--- config.mk ---
export PLATFORM = sky130hd
export DESIGN_NAME = cp0_exc
export DESIGN_NICKNAME = d
export VERILOG_FILES = /design/src/rtl/cp0_exc.sv
export SDC_FILE = /design/constraint.sdc
export NUM_CORES = 1
export LEC_CHECK = 0
export CELL_PAD_IN_SITES_DETAIL_PLACEMENT = 1
export CELL_PAD_IN_SITES_GLOBAL_PLACEMENT = 2
export CORE_ASPECT_RATIO = 0.9
export CORE_MARGIN = 1
export CORE_UTILIZATION = 21
export DETAILED_ROUTE_END_ITERATION = 12
export PLACE_DENSITY_LB_ADDON = 0.1
export REMOVE_ABC_BUFFERS = 1
export SYNTH_ARGS = -nofsm -noshare
export SYNTH_HDL_FRONTEND = slang
export SYNTH_SLANG_ARGS = --single-unit
--- constraint.sdc ---
create_clock -name clk -period 5.87 [get_ports clk]
set_input_delay 1.761 -clock clk [delete_from_list [all_inputs] [get_ports clk]]
set_output_delay 1.761 -clock clk [all_outputs]
set_load 0.05 [all_outputs]
--- src/rtl/cp0_exc.sv ---
// Coprocessor-0 exception/interrupt controller for the multicycle MIPS core.
// Holds SR (IM/EXL/IE), Cause (IP), EPC and PrId, raises intreq toward the
// controller, and serves mtc0/mfc0 accesses from the datapath.
module cp0_exc #(
   parameter logic [31:0] PRID     = 32'h0000_4D31,
   parameter logic [5:0]  IM_RESET = 6'b000000
) (
   input  logic        clk,
   input  logic        rst,
   input  logic [4:0]  addr,
   input  logic [31:0] din,
   input  logic        we,
   input  logic [31:0] pc_ret,
   input  logic [5:0]  hwint,
   input  logic        exl_set,
   input  logic        exl_clr,
   output logic [31:0] dout,
   output logic [31:0] epc,
   output logic        intreq
);

   localparam logic [4:0] ADDR_SR    = 5'd12;
   localparam logic [4:0] ADDR_CAUSE = 5'd13;
   localparam logic [4:0] ADDR_EPC   = 5'd14;
   localparam logic [4:0] ADDR_PRID  = 5'd15;

   logic [5:0]  im_q, im_d;
   logic        exl_q, exl_d;
   logic        ie_q, ie_d;
   logic [5:0]  ip_q, ip_d;
   logic [31:0] epc_q, epc_d;

   // Next-state: updates applied from lowest to highest priority so the
   // strongest source is the last assignment (we < exl_clr < exl_set).
   always_comb begin
      // NOTE: every target gets a default first; a path that leaves one
      // unassigned would infer a latch.
      im_d  = im_q;
      exl_d = exl_q;
      ie_d  = ie_q;
      epc_d = epc_q;
      ip_d  = hwint;            // one register stage, no hwint->intreq path

      if (we && addr == ADDR_SR) begin
         im_d  = din[15:10];
         exl_d = din[1];
         ie_d  = din[0];
      end
      if (we && addr == ADDR_EPC) begin
         epc_d = {din[31:2], 2'b00};
      end
      if (exl_clr) begin
         exl_d = 1'b0;
      end
      if (exl_set) begin
         // Nested entry beats eret; IM/IE from a concurrent SR write survive.
         exl_d = 1'b1;
         epc_d = {pc_ret[31:2], 2'b00};
      end
   end

   // State register with synchronous reset overriding every other input.
   always_ff @(posedge clk) begin
      // NOTE: sequential state uses non-blocking assignments so all registers
      // update together from the same pre-edge values.
      if (rst) begin
         // NOTE: every register here is architecturally visible, so all of
         // them are reset; there is no storage array left uninitialised.
         im_q  <= IM_RESET;
         exl_q <= 1'b0;
         ie_q  <= 1'b0;
         ip_q  <= 6'b000000;
         epc_q <= 32'h0000_0000;
      end else begin
         im_q  <= im_d;
         exl_q <= exl_d;
         ie_q  <= ie_d;
         ip_q  <= ip_d;
         epc_q <= epc_d;
      end
   end

   // mfc0 read mux; reflects pre-edge state, so a same-cycle write reads old.
   always_comb begin
      dout = 32'h0000_0000;
      case (addr)
         ADDR_SR:    dout = {16'b0, im_q, 8'b0, exl_q, ie_q};
         ADDR_CAUSE: dout = {16'b0, ip_q, 10'b0};
         ADDR_EPC:   dout = epc_q;
         ADDR_PRID:  dout = PRID;
         default:    dout = 32'h0000_0000;
      endcase
   end

   assign epc    = epc_q;
   assign intreq = (|(ip_q & im_q)) & ie_q & ~exl_q;

endmodule
# After elaboration in Yosys (flattened, before gate mapping)
# Index checks and enable logic that the tools add are counted.
word_totals:
  register_bits: 44
  output_inout_bits: 65
  elab_cells: 24
classes:
  n_eq_ne: 4
  mux: 6
  bitwise: 4
  reduce_logical: 5
op_table:
  columns: ["operator", "n"]
  rows:
  - ["one-hot mux 32 bit (4 select lines)", 1]
  - ["two-way mux 32 bit", 2]
  - ["== test 5 x 4 -> 1 bit, second input constant", 4]
  - ["AND 6 bit", 1]
  - ["OR reduction 6 bit", 1]
  - ["two-way mux 1 bit", 3]
  - ["nonzero test 3 bit", 1]
  - ["AND 1 bit", 2]
  - ["logical AND 1 bit", 2]
  - ["nonzero test 2 bit", 1]
  - ["inverter 1 bit", 1]

# Logic depth before layout (Yosys ltp)
logic_depth:
  ltp_word: 5
  depth_mapped: 6
  mapped_depth_nobuf: 3

# Worst setup path after synthesis
# Ideal clock, no wire load.
synth_timing:
  path_kind: "input port to output port"
  start: "in addr[0]"
  end: "out dout[10]"
  arrival_ns: 3.439
  t_required_ns: 4.109
  slack_ns: 0.670
  cell_stages: 6
  n_path_buf: 3
  cell_sequence: "buf_2 -> nand2b_1 -> buf_2 -> buf_2 -> nor2_1 -> nor3_1"
synth_between:
  elab_chain_len: 2
synth_rtl:
  columns: ["item", "line_no", "rtl"]
  rows:
  - ["from (decl)", "10", "input logic [4:0] addr,"]
  - ["== test 5 x 4 -> 1 bit", "86", "case (addr)"]
  - ["one-hot mux 32 bit (4 select lines) (*)", "86", null]
  - ["to (decl)", "17", "output logic [31:0] dout,"]
# Mark *: on every way between the ends. The rest lies on a longest branch, timed or not.

# Worst setup path in the final report
layout_timing:
  start: "in addr[0]"
  end: "out dout[0]"
# Same word-level chain as after synthesis.

==> results.yml <==
route:
  wl_mm: 9.81
  drtIter0Drc: 97
  first_pass_iters: 4
  ant_nets: 0
  viasPerCell: 4.79
  drc: 0
  wl_per_cell_um: 16.9
  via_count: 2782
sta:
  final_max_slew_viol_count: 0
  tns_ns: 0
  setup_slack_ns: 0.620
  hold-worst-slack_ns: 0.501
  rsz0062_at_grt: "false"
  slew_headroom_pct: 35.0
  final_hold_viol_count: 0
  max_freq_mhz: 190
  period_share_pct: 89.4
  tightestPinTransition_ns: 0.975
  skew_ns: 0
  layout_min_cycle_time_ns: 5.25
  setup_viol: 0
cts:
  clockRootBuffer: "clkbuf_16"
  numCtsBuffers: 5
  path_clk_slew_ns: 0.06
  htreeDepth: 2
  cts_sinks: 44
  cts.path.max_buffers: 2
  cts_setup_buffers: 0
  cts_tree: "done"
  ctsHoldBuffers: 0
  clock_latency_ns: 0.28
  cts.repair.resized: 0
floorplan:
  io_pins: 145
  fp.dieW_um: 116
  start_util_pct: 21.5
  core_mm2: 0.0114
  dieHeight_um: 105
  dieArea_mm2: 0.0122
  rows: 37
yosys:
  synth_flop_cell: "dfxtp_1"
  synth-seq-area-share_pct: 35.8
  synth_cell_types: 28
  syn_area_mm2: 0.00246
  ys_warn_count: 0
  syn_inst: 304
  synthArstFlopShare_pct: 0
  synth-edff-count: 0
  avgSynthCellArea_um2: 8.10
  ys_ff_latch: 44
critical_path:
  r2r_slack_ns: 5.02
  crit_buf_inv: 3
  crit_chain: "clkdlybuf4s50_1 -> buf_4 -> nor2_2 -> nand2_1 -> a21oi_1 -> buf_12"
  timing.rr.start: "epc[15]"
  cp.required_ns: 4.11
  slowest_stage: "clkdlybuf4s50_1"
  start_kind: "input pin"
  crit_family: "buffers and inverters"
  end_kind: "output pin"
  max_stage_delay_ns: 0.55
  critical_path.startpoint: "addr[0]"
  critPathMaxFanout: 10
  arrival_ns: 3.49
  path_class: "input pin to output pin"
cells_and_area:
  fillerInstances: 1333
  post-route-util_pct: 38.4
  drive_above_1_share_pct: 12.5
  nNetsFinal: 504
  syn2layout_area_growth_pct: 78.3
pwr:
  power_switching_mw: 0.259
  comb_power_share_pct: 27.1
  cellLeakagePower_nw: 1.50
  sw_frac_of_total_pct: 30.2
  p_int_mw: 0.599
  pwr-share-clk_pct: 34.5
  power_density_mw_per_mm2: 196
  p_seq_share_pct: 38.5
  peakVddDrop_mv: 0.0963
grt:
  overflow: 0
  grt.total_usage_pct: 16.6
  grt_max_degree: 57
  grt_pass1_wl_mm: 15.6
  antenna_found_initial: 0
  grt_pass1_vias: 2890
run:
  maxCapViolCount: 0
worst_hold_path:
  min_from: "ie_q"
  holdCritPathClass: "register to register"
place:
  pre_cts_slack_ns: 0.588
  gp_congestion: 0.689
  hpwl_mm: 6.74
  portBuffers: 140
status:
  status: "finished, final reports clean"
-- routing by layer --
metal / vias up / track usage, % / routed length, um
li1: 1364 / - / -
met1: 1336 / 21.1 / 4430
met2: 77 / 28.0 / 4790
met3: 5 / 4.23 / 533
met4: 0 / 3.30 / 57
met5: - / 0 / 0
-- sequential cells by signal, indices dropped and copies added, names as in the netlist --
name and cells:
ip_q 6, im_q 6, ie_q 1, epc 30, exl_q 1
-- synth_stat cells (6+ instances only) --
library cell / instances / area (um^2)
o21ai_1: 8 / 40.0
dfxtp_1: 44 / 881
and2_1: 21 / 131
nand3_1: 9 / 45.0
nor4_1: 60 / 375
nor2b_1: 40 / 250
a21oi_1: 8 / 40.0
a211oi_1: 33 / 248
clkbuf_1: 16 / 60.1
buf_2: 15 / 75.1
buf_4: 6 / 45.0
nor2_1: 14 / 52.6
-- layout by cell type, fill, tap and decap left out --
master           instances
clkdlybuf4s50_1        109
nor4_1                  60
dfxtp_1                 44
nor2b_1                 39
a211oi_1                33
buf_12                  29
and2_1                  21
nor2_1                  14
buf_4                   11
nand3_1                  9
a21oi_1                  8
o21ai_1                  8
clkbuf_16                5
nor3_1                   3
mux2i_1                  3
a2bb2oi_1                3
nand2_1                  3
a22oi_1                  3
nand4b_1                 2
nor3b_1                  2
conb_1                   2
clkbuf_8                 2
buf_2                    2
diode_2                  1
nand3b_1                 1
nand2b_2                 1
nor2b_4                  1
nor2_2                   1
inv_1                    1
a311oi_1                 1
and4b_2                  1
or2_1                    1
nand2b_1                 1
-- worst paths after layout --
| path | cells after the start | endpoint |
|---|---|---|
| worst min register to register | 2 | ie_q |
| worst max-delay path | 6 | dout[0] |
| worst max register to register | 2 | epc[15] |
| worst min-delay path | 2 | ie_q |
-- tightest hold or removal path: cells and delay by family, from the launching register on --
| kind | cells | cell delay [ns] |
|---|---|---|
| flip-flops | 1 | 0.32 |
| AO/OA/AOI/OAI | 2 | 0.13 |
-- cell families (layout without fill, tap and decap cells) --
logic type	count (synthesis)	in the layout	synth area share, %
AO/OA/AOI/OAI	56	56	15.7
buffers and inverters	40	159	8.38
flip-flops	44	44	35.8
multiplexers	3	3	1.22
other	1	3	0.152
AND/OR/NAND/NOR	160	160	38.8
-- power groups by stage --
stage	Combinational, mW	Sequential, mW	Clock, mW
floorplan	0.0561	0.385	0
global placement	0.232	0.337	0
detailed placement	0.234	0.337	0
CTS	0.235	0.331	0.308
global route	0.248	0.333	0.318
finish	0.232	0.330	0.296
-- through the flow --
stage / cells / power, mW / area, um^2
6_report: 581 / 0.859 / 4390
5_1_grt: 580 / 0.898 / 4390
4_1_cts: 580 / 0.874 / 4390
3_5_place_dp: 573 / 0.572 / 4230
3_3_place_gp: 573 / 0.569 / 4230
2_1_floorplan: 266 / 0.441 / 2260
-- cell type report --
cell class	instances	area [um^2]	share of cell area, %
Timing Repair Buffer	151	1760	40.2
Multi-Input combinational cell	221	1390	31.7
Clock buffer	7	153	3.48
Tap cell	156	195	4.45
Sequential cell	44	881	20.1
Inverter	1	3.75	0.0855
Antenna cell	1	2.50	0.0570
Power figures use the tool's default switching activity.
==> RTL change 1 (same flow settings) <==
Register the output `dout`; this adds one clock of latency there. The other outputs are not delayed to match.
--- a/src/rtl/cp0_exc.sv
+++ b/src/rtl/cp0_exc.sv
@@ -23,6 +23,8 @@
    localparam logic [4:0] ADDR_CAUSE = 5'd13;
    localparam logic [4:0] ADDR_EPC   = 5'd14;
    localparam logic [4:0] ADDR_PRID  = 5'd15;
+
+   logic [31:0] dout_d;
 
    logic [5:0]  im_q, im_d;
    logic        exl_q, exl_d;
@@ -82,17 +84,21 @@
 
    // mfc0 read mux; reflects pre-edge state, so a same-cycle write reads old.
    always_comb begin
-      dout = 32'h0000_0000;
+      dout_d = 32'h0000_0000;
       case (addr)
-         ADDR_SR:    dout = {16'b0, im_q, 8'b0, exl_q, ie_q};
-         ADDR_CAUSE: dout = {16'b0, ip_q, 10'b0};
-         ADDR_EPC:   dout = epc_q;
-         ADDR_PRID:  dout = PRID;
-         default:    dout = 32'h0000_0000;
+         ADDR_SR:    dout_d = {16'b0, im_q, 8'b0, exl_q, ie_q};
+         ADDR_CAUSE: dout_d = {16'b0, ip_q, 10'b0};
+         ADDR_EPC:   dout_d = epc_q;
+         ADDR_PRID:  dout_d = PRID;
+         default:    dout_d = 32'h0000_0000;
       endcase
    end
 
    assign epc    = epc_q;
    assign intreq = (|(ip_q & im_q)) & ie_q & ~exl_q;
 
+   always_ff @(posedge clk) begin
+      dout <= dout_d;
+   end
+
 endmodule
Formal check against the unedited RTL: not equivalent (a bounded check fails within 4 cycles, from zero or initial values and one cycle with rst high).
==> RTL change 1 against the unedited design <==
Sequential cell count up 32. Area after synthesis increased by 31%. Total power increased by 51%. Worst setup slack better by 1.1 ns. Hold slack got worse by 0.026 ns. Register-to-register slack worse by 0.13 ns. Cell area grew 14%. Global-route usage is 1.1 points lower. Sequential power grew 67%. Die area grew 31%. Utilization fell by 4.8 points. Critical path depth fell by 1. Routed wire length up 20%. Critical path type is now in2reg. Largest power group unchanged.
==> RTL change 1: results (changes against the unedited design) <==
[critical_path]
path_max_fanout=25  ; was 10
arrival_ns=4.35  ; was 3.49 ns
setup.worst_path.end=epc[11]$_SDFFE_PP0P_  ; was dout[0]
ff2ff_setup_slack_ns=4.89  ; was 5.02 ns
r2r-start=epc[6]$_SDFFE_PP0P_  ; was epc[15]$_SDFFE_PP0P_
r2r-end=epc[6]$_SDFFE_PP0P_  ; was epc[15]$_SDFFE_PP0P_
rr_worst_depth=2  ; unchanged

[grt]
grt_start_max_net_pins=92  ; was 57
use_met2=0.2681  ; was 0.2802
grt_pass1_vias=3331  ; was 2,890
grt_first_pass_wirelength_mm=18.76  ; was 15.61 mm
track_usage=0.1551  ; was 0.1658
grt_use_met1=0.1863  ; was 0.2106
use_met3=0.04732  ; was 0.04234

[clock_network]
clk_latency_ns=0.34  ; was 0.28 ns
cts_resized=0  ; unchanged
cts_buffers=9  ; was 5
htree_levels=3  ; was 2

[detailed_routing]
drtIter0Drc=105  ; was 97
routed_wirelength_mm=11.78  ; was 9.810 mm
drtPass1Iterations=4  ; unchanged
via_count=3079  ; was 2,782

[power]
p_switching_uw=363.0  ; was 259.1 µW
leakage_uw=0.001816  ; was 0.001496 µW
p_clk_frac=0.393  ; was 0.345
p_seq_uw=551  ; was 330 µW
ir_worst_vdd_mv=0.1246  ; was 0.09626 mV
sw_frac_of_total=0.2800  ; was 0.3017

[worst_hold_path]
hold_end=dout[12]$_DFF_P_  ; was ie_q$_SDFFE_PP0P_
hp-class=reg2reg  ; unchanged
hp-start=ip_q[2]$_SDFF_PP0_  ; was ie_q$_SDFFE_PP0P_

[sta]
finClkSkew_ns=0.007150  ; was 0 ns
relSlewSlack=0.2992  ; was 0.3502
hold_ws_ns=0.4745  ; was 0.5006 ns
fin_ws_ns=1.680  ; was 0.6199 ns

[place]
place.gp.congestion=0.6729  ; was 0.6893
hpwl_mm=7.541  ; was 6.736 mm
dp_cells=643  ; was 573
place_area_um2=4728  ; was 4234 µm²
portBuffers=140  ; unchanged
dp_slack_ns=1.344  ; was 0.5880 ns

[synthesis]
synth.distinct_cells=34  ; was 28
synth_area_per_cell_um2=9.586  ; was 8.100 µm²
synthTopCellsByCount=dfxtp_1, inv_1, a211oi_1, nor4_1, clkbuf_1  ; was nor4_1, dfxtp_1, nor2b_1
synthTopCellsByArea=dfxtp_1, a211oi_1, a2111oi_2  ; was dfxtp_1, nor4_1, nor2b_1
yosysWarnings=0  ; unchanged
synth-seq-area-share=0.4710  ; was 0.3577

[finish]
insertedDiodeCount=0  ; was 1
fill_cells=1671  ; was 1,333
largest_register=dout
fin_cells=659  ; was 581
final_area_um2=4992  ; was 4389 µm²
largest_register_ffs=32  ; was 30
drive_above_1_share=0.08026  ; was 0.1250
nets=536  ; was 504

[outcome]
outcome=completed  ; unchanged

## RTL change 1: layout make-up
class / count / share of cell area
sequential: 76 / 0.3048
timing repair buffer: 147 / 0.2897
multi-input combinational: 191 / 0.2797
clock buffer: 14 / 0.05088
tap: 198 / 0.04962
inverter: 31 / 0.02331
clock inverter: 2 / 0.002005
## RTL change 1: logic make-up (layout without fill, tap and decap cells)
logic type,count (synthesis),after routing,share of synthesized area
and+or+nand+nor,97,97,0.1797
buffers and inverters,71,194,0.09954
muxes,6,6,0.01975
AOI/OAI and AO/OA,86,86,0.2289
DFF,76,76,0.4710
other,1,2,0.001161
## RTL change 1: layer usage
layer,up-vias,share of wire
met5,-,0
met4,0,0.0098
met3,8,0.048
met2,81,0.49
met1,1503,0.45
li1,1487,-
## RTL change 1: critical path, cell delays in order
cell and delay, ns:
clkdlybuf4s50_1 0.70, nand4bb_2 1.01, buf_4 0.51, nor4_1 0.26
a2111oi_1 0.09
==> RTL change 2 (config.mk and constraints unchanged) <==
Without the edit above. Set the parameter `PRID` to 32'h00004000 (it was 32'h0000_4D31).
--- a/src/rtl/cp0_exc.sv
+++ b/src/rtl/cp0_exc.sv
@@ -2,7 +2,7 @@
 // Holds SR (IM/EXL/IE), Cause (IP), EPC and PrId, raises intreq toward the
 // controller, and serves mtc0/mfc0 accesses from the datapath.
 module cp0_exc #(
-   parameter logic [31:0] PRID     = 32'h0000_4D31,
+   parameter logic [31:0] PRID     = 32'h00004000,
    parameter logic [5:0]  IM_RESET = 6'b000000
 ) (
    input  logic        clk,
Check against the original RTL: not equivalent (Yosys sat finds a counterexample within 4 cycles, from zero or initial values and one cycle with rst high).
==> RTL change 2 against the unedited design <==
Total power decreased by 2.2%. Area after synthesis increased by 0.51%. Die area increased by 0.50%. First-iteration DRC count decreased by 29%. Synthesized cell count decreased by 2.0%. Count of clock-buffer cells in the layout increased by 1. Register-to-register slack improved by 0.03 ns. Cell area increased by 0.23%. Routed wire length decreased by 1.4%. Via count decreased by 1.9%. Clock skew unchanged. Sequential cell count unchanged. Worst setup slack got worse by 0.24 ns. Critical path type unchanged. Largest cell class unchanged. Highest routed layer unchanged.
==> RTL change 2: results (changes against the unedited design) <==
[detailed_routing]
via_count=2729  ; was 2,782
wl_met2_mm=4.719  ; was 4.786 mm
routed_wirelength_mm=9.677  ; was 9.810 mm
top_layer=met4  ; unchanged
drtIter0Drc=69  ; was 97
met3WireLength_um=473  ; was 533 µm
met1_length_mm=4.423  ; was 4.433 mm
via_per_inst=4.746  ; was 4.788

[place]
place.gp.congestion=0.6820  ; was 0.6893
dp_cells=567  ; was 573
place_area_um2=4253  ; was 4234 µm²
dp_slack_ns=0.3707  ; was 0.5880 ns
hpwl_mm=6.698  ; was 6.736 mm

[clock_network]
htree_levels=2  ; unchanged

[critical_path]
arrival_ns=3.73  ; was 3.49 ns
cp-startpoint=addr[1]  ; was addr[0]
critPathMaxStageDelay_ns=0.78  ; was 0.55 ns
critPathTopFamily=buffers and inverters  ; unchanged
r2r-start=epc[29]$_SDFFE_PP0P_  ; was epc[15]$_SDFFE_PP0P_
rr_worst_depth=2  ; unchanged
ff2ff_setup_slack_ns=5.05  ; was 5.02 ns
setup.worst_path.end=dout[11]  ; was dout[0]
r2r-end=epc[29]$_SDFFE_PP0P_  ; was epc[15]$_SDFFE_PP0P_
crit_slowest_cell=clkdlybuf4s50_1  ; unchanged
path_max_fanout=15  ; was 10

[finish]
clk_share=0.03328  ; was 0.03478
seq_cell_count=44  ; unchanged
nets=498  ; was 504
insertedDiodeCount=0  ; was 1
buffers=149  ; was 151
multi_input_cells=217  ; was 221
buf_share=0.4044  ; was 0.4019
multi_input_area_share=0.3168  ; was 0.3167
clkbuf_count=8  ; was 7
drive_above_1_share=0.1337  ; was 0.1250
fill_cells=1302  ; was 1,333
sh_seq_area=0.2002  ; was 0.2007
largest_register_ffs=30  ; unchanged

[power]
pwr-share-comb=0.265  ; was 0.271
power.internal_uw=587.1  ; was 599.5 µW
p_clk_frac=0.342  ; was 0.345
p_total_uw=839.4  ; was 858.6 µW
ir_worst_vdd_mv=0.1020  ; was 0.09626 mV
leakage_uw=0.001487  ; was 0.001496 µW

[grt]
use_met3=0.03480  ; was 0.04234
track_usage=0.1638  ; was 0.1658
grt_first_pass_wirelength_mm=15.34  ; was 15.61 mm
grt_use_met1=0.2065  ; was 0.2106
use_met2=0.2828  ; was 0.2802
grt_pass1_vias=2898  ; was 2,890

[sta]
finClkSkew_ns=0  ; unchanged
fin_ws_ns=0.3777  ; was 0.6199 ns
worst_pin_slew_ns=0.9571  ; was 0.9748 ns

[synthesis]
ys.flop_type=dfxtp_1  ; unchanged
synthTopCellsByArea=dfxtp_1, nor4_1, nor2b_1  ; unchanged
synthTopCellsByCount=nor4_1, dfxtp_1, nor2b_1  ; unchanged
netlist_instances=298  ; was 304
synth-seq-area-share=0.3559  ; was 0.3577

[floorplan]
floorplan.rows=37  ; unchanged

[outcome]
outcome=completed  ; unchanged

[RTL change 2: worst register-to-register path: cells and delay by family, from the launching register on]
| kind | cells | cell delay, ns |
|---|---|---|
| compound gates | 1 | 0.07 |
| simple gates | 1 | 0.30 |
| flops | 1 | 0.36 |
[RTL change 2: logic make-up after synthesis]
logic type / Yosys count / synth area share
AND/OR/NAND/NOR: 155 / 0.3928
AO/OA/AOI/OAI: 55 / 0.1471
flip-flops: 44 / 0.3559
buffers and inverters: 38 / 0.08240
multiplexers: 5 / 0.02022
other: 1 / 0.001515
[RTL change 2: worst min path at each step]
stage	slack [ns]	cells after the start	endpoint
after detailed placement	0.48	2	ie_q$_SDFFE_PP0P_
final	0.50	2	ie_q$_SDFFE_PP0P_
after global placement	0.47	2	ie_q$_SDFFE_PP0P_
after floorplan	0.45	2	ie_q$_SDFFE_PP0P_
after CTS	0.50	2	ie_q$_SDFFE_PP0P_
after global routing	0.53	2	im_q[3]$_SDFFE_PP0P_
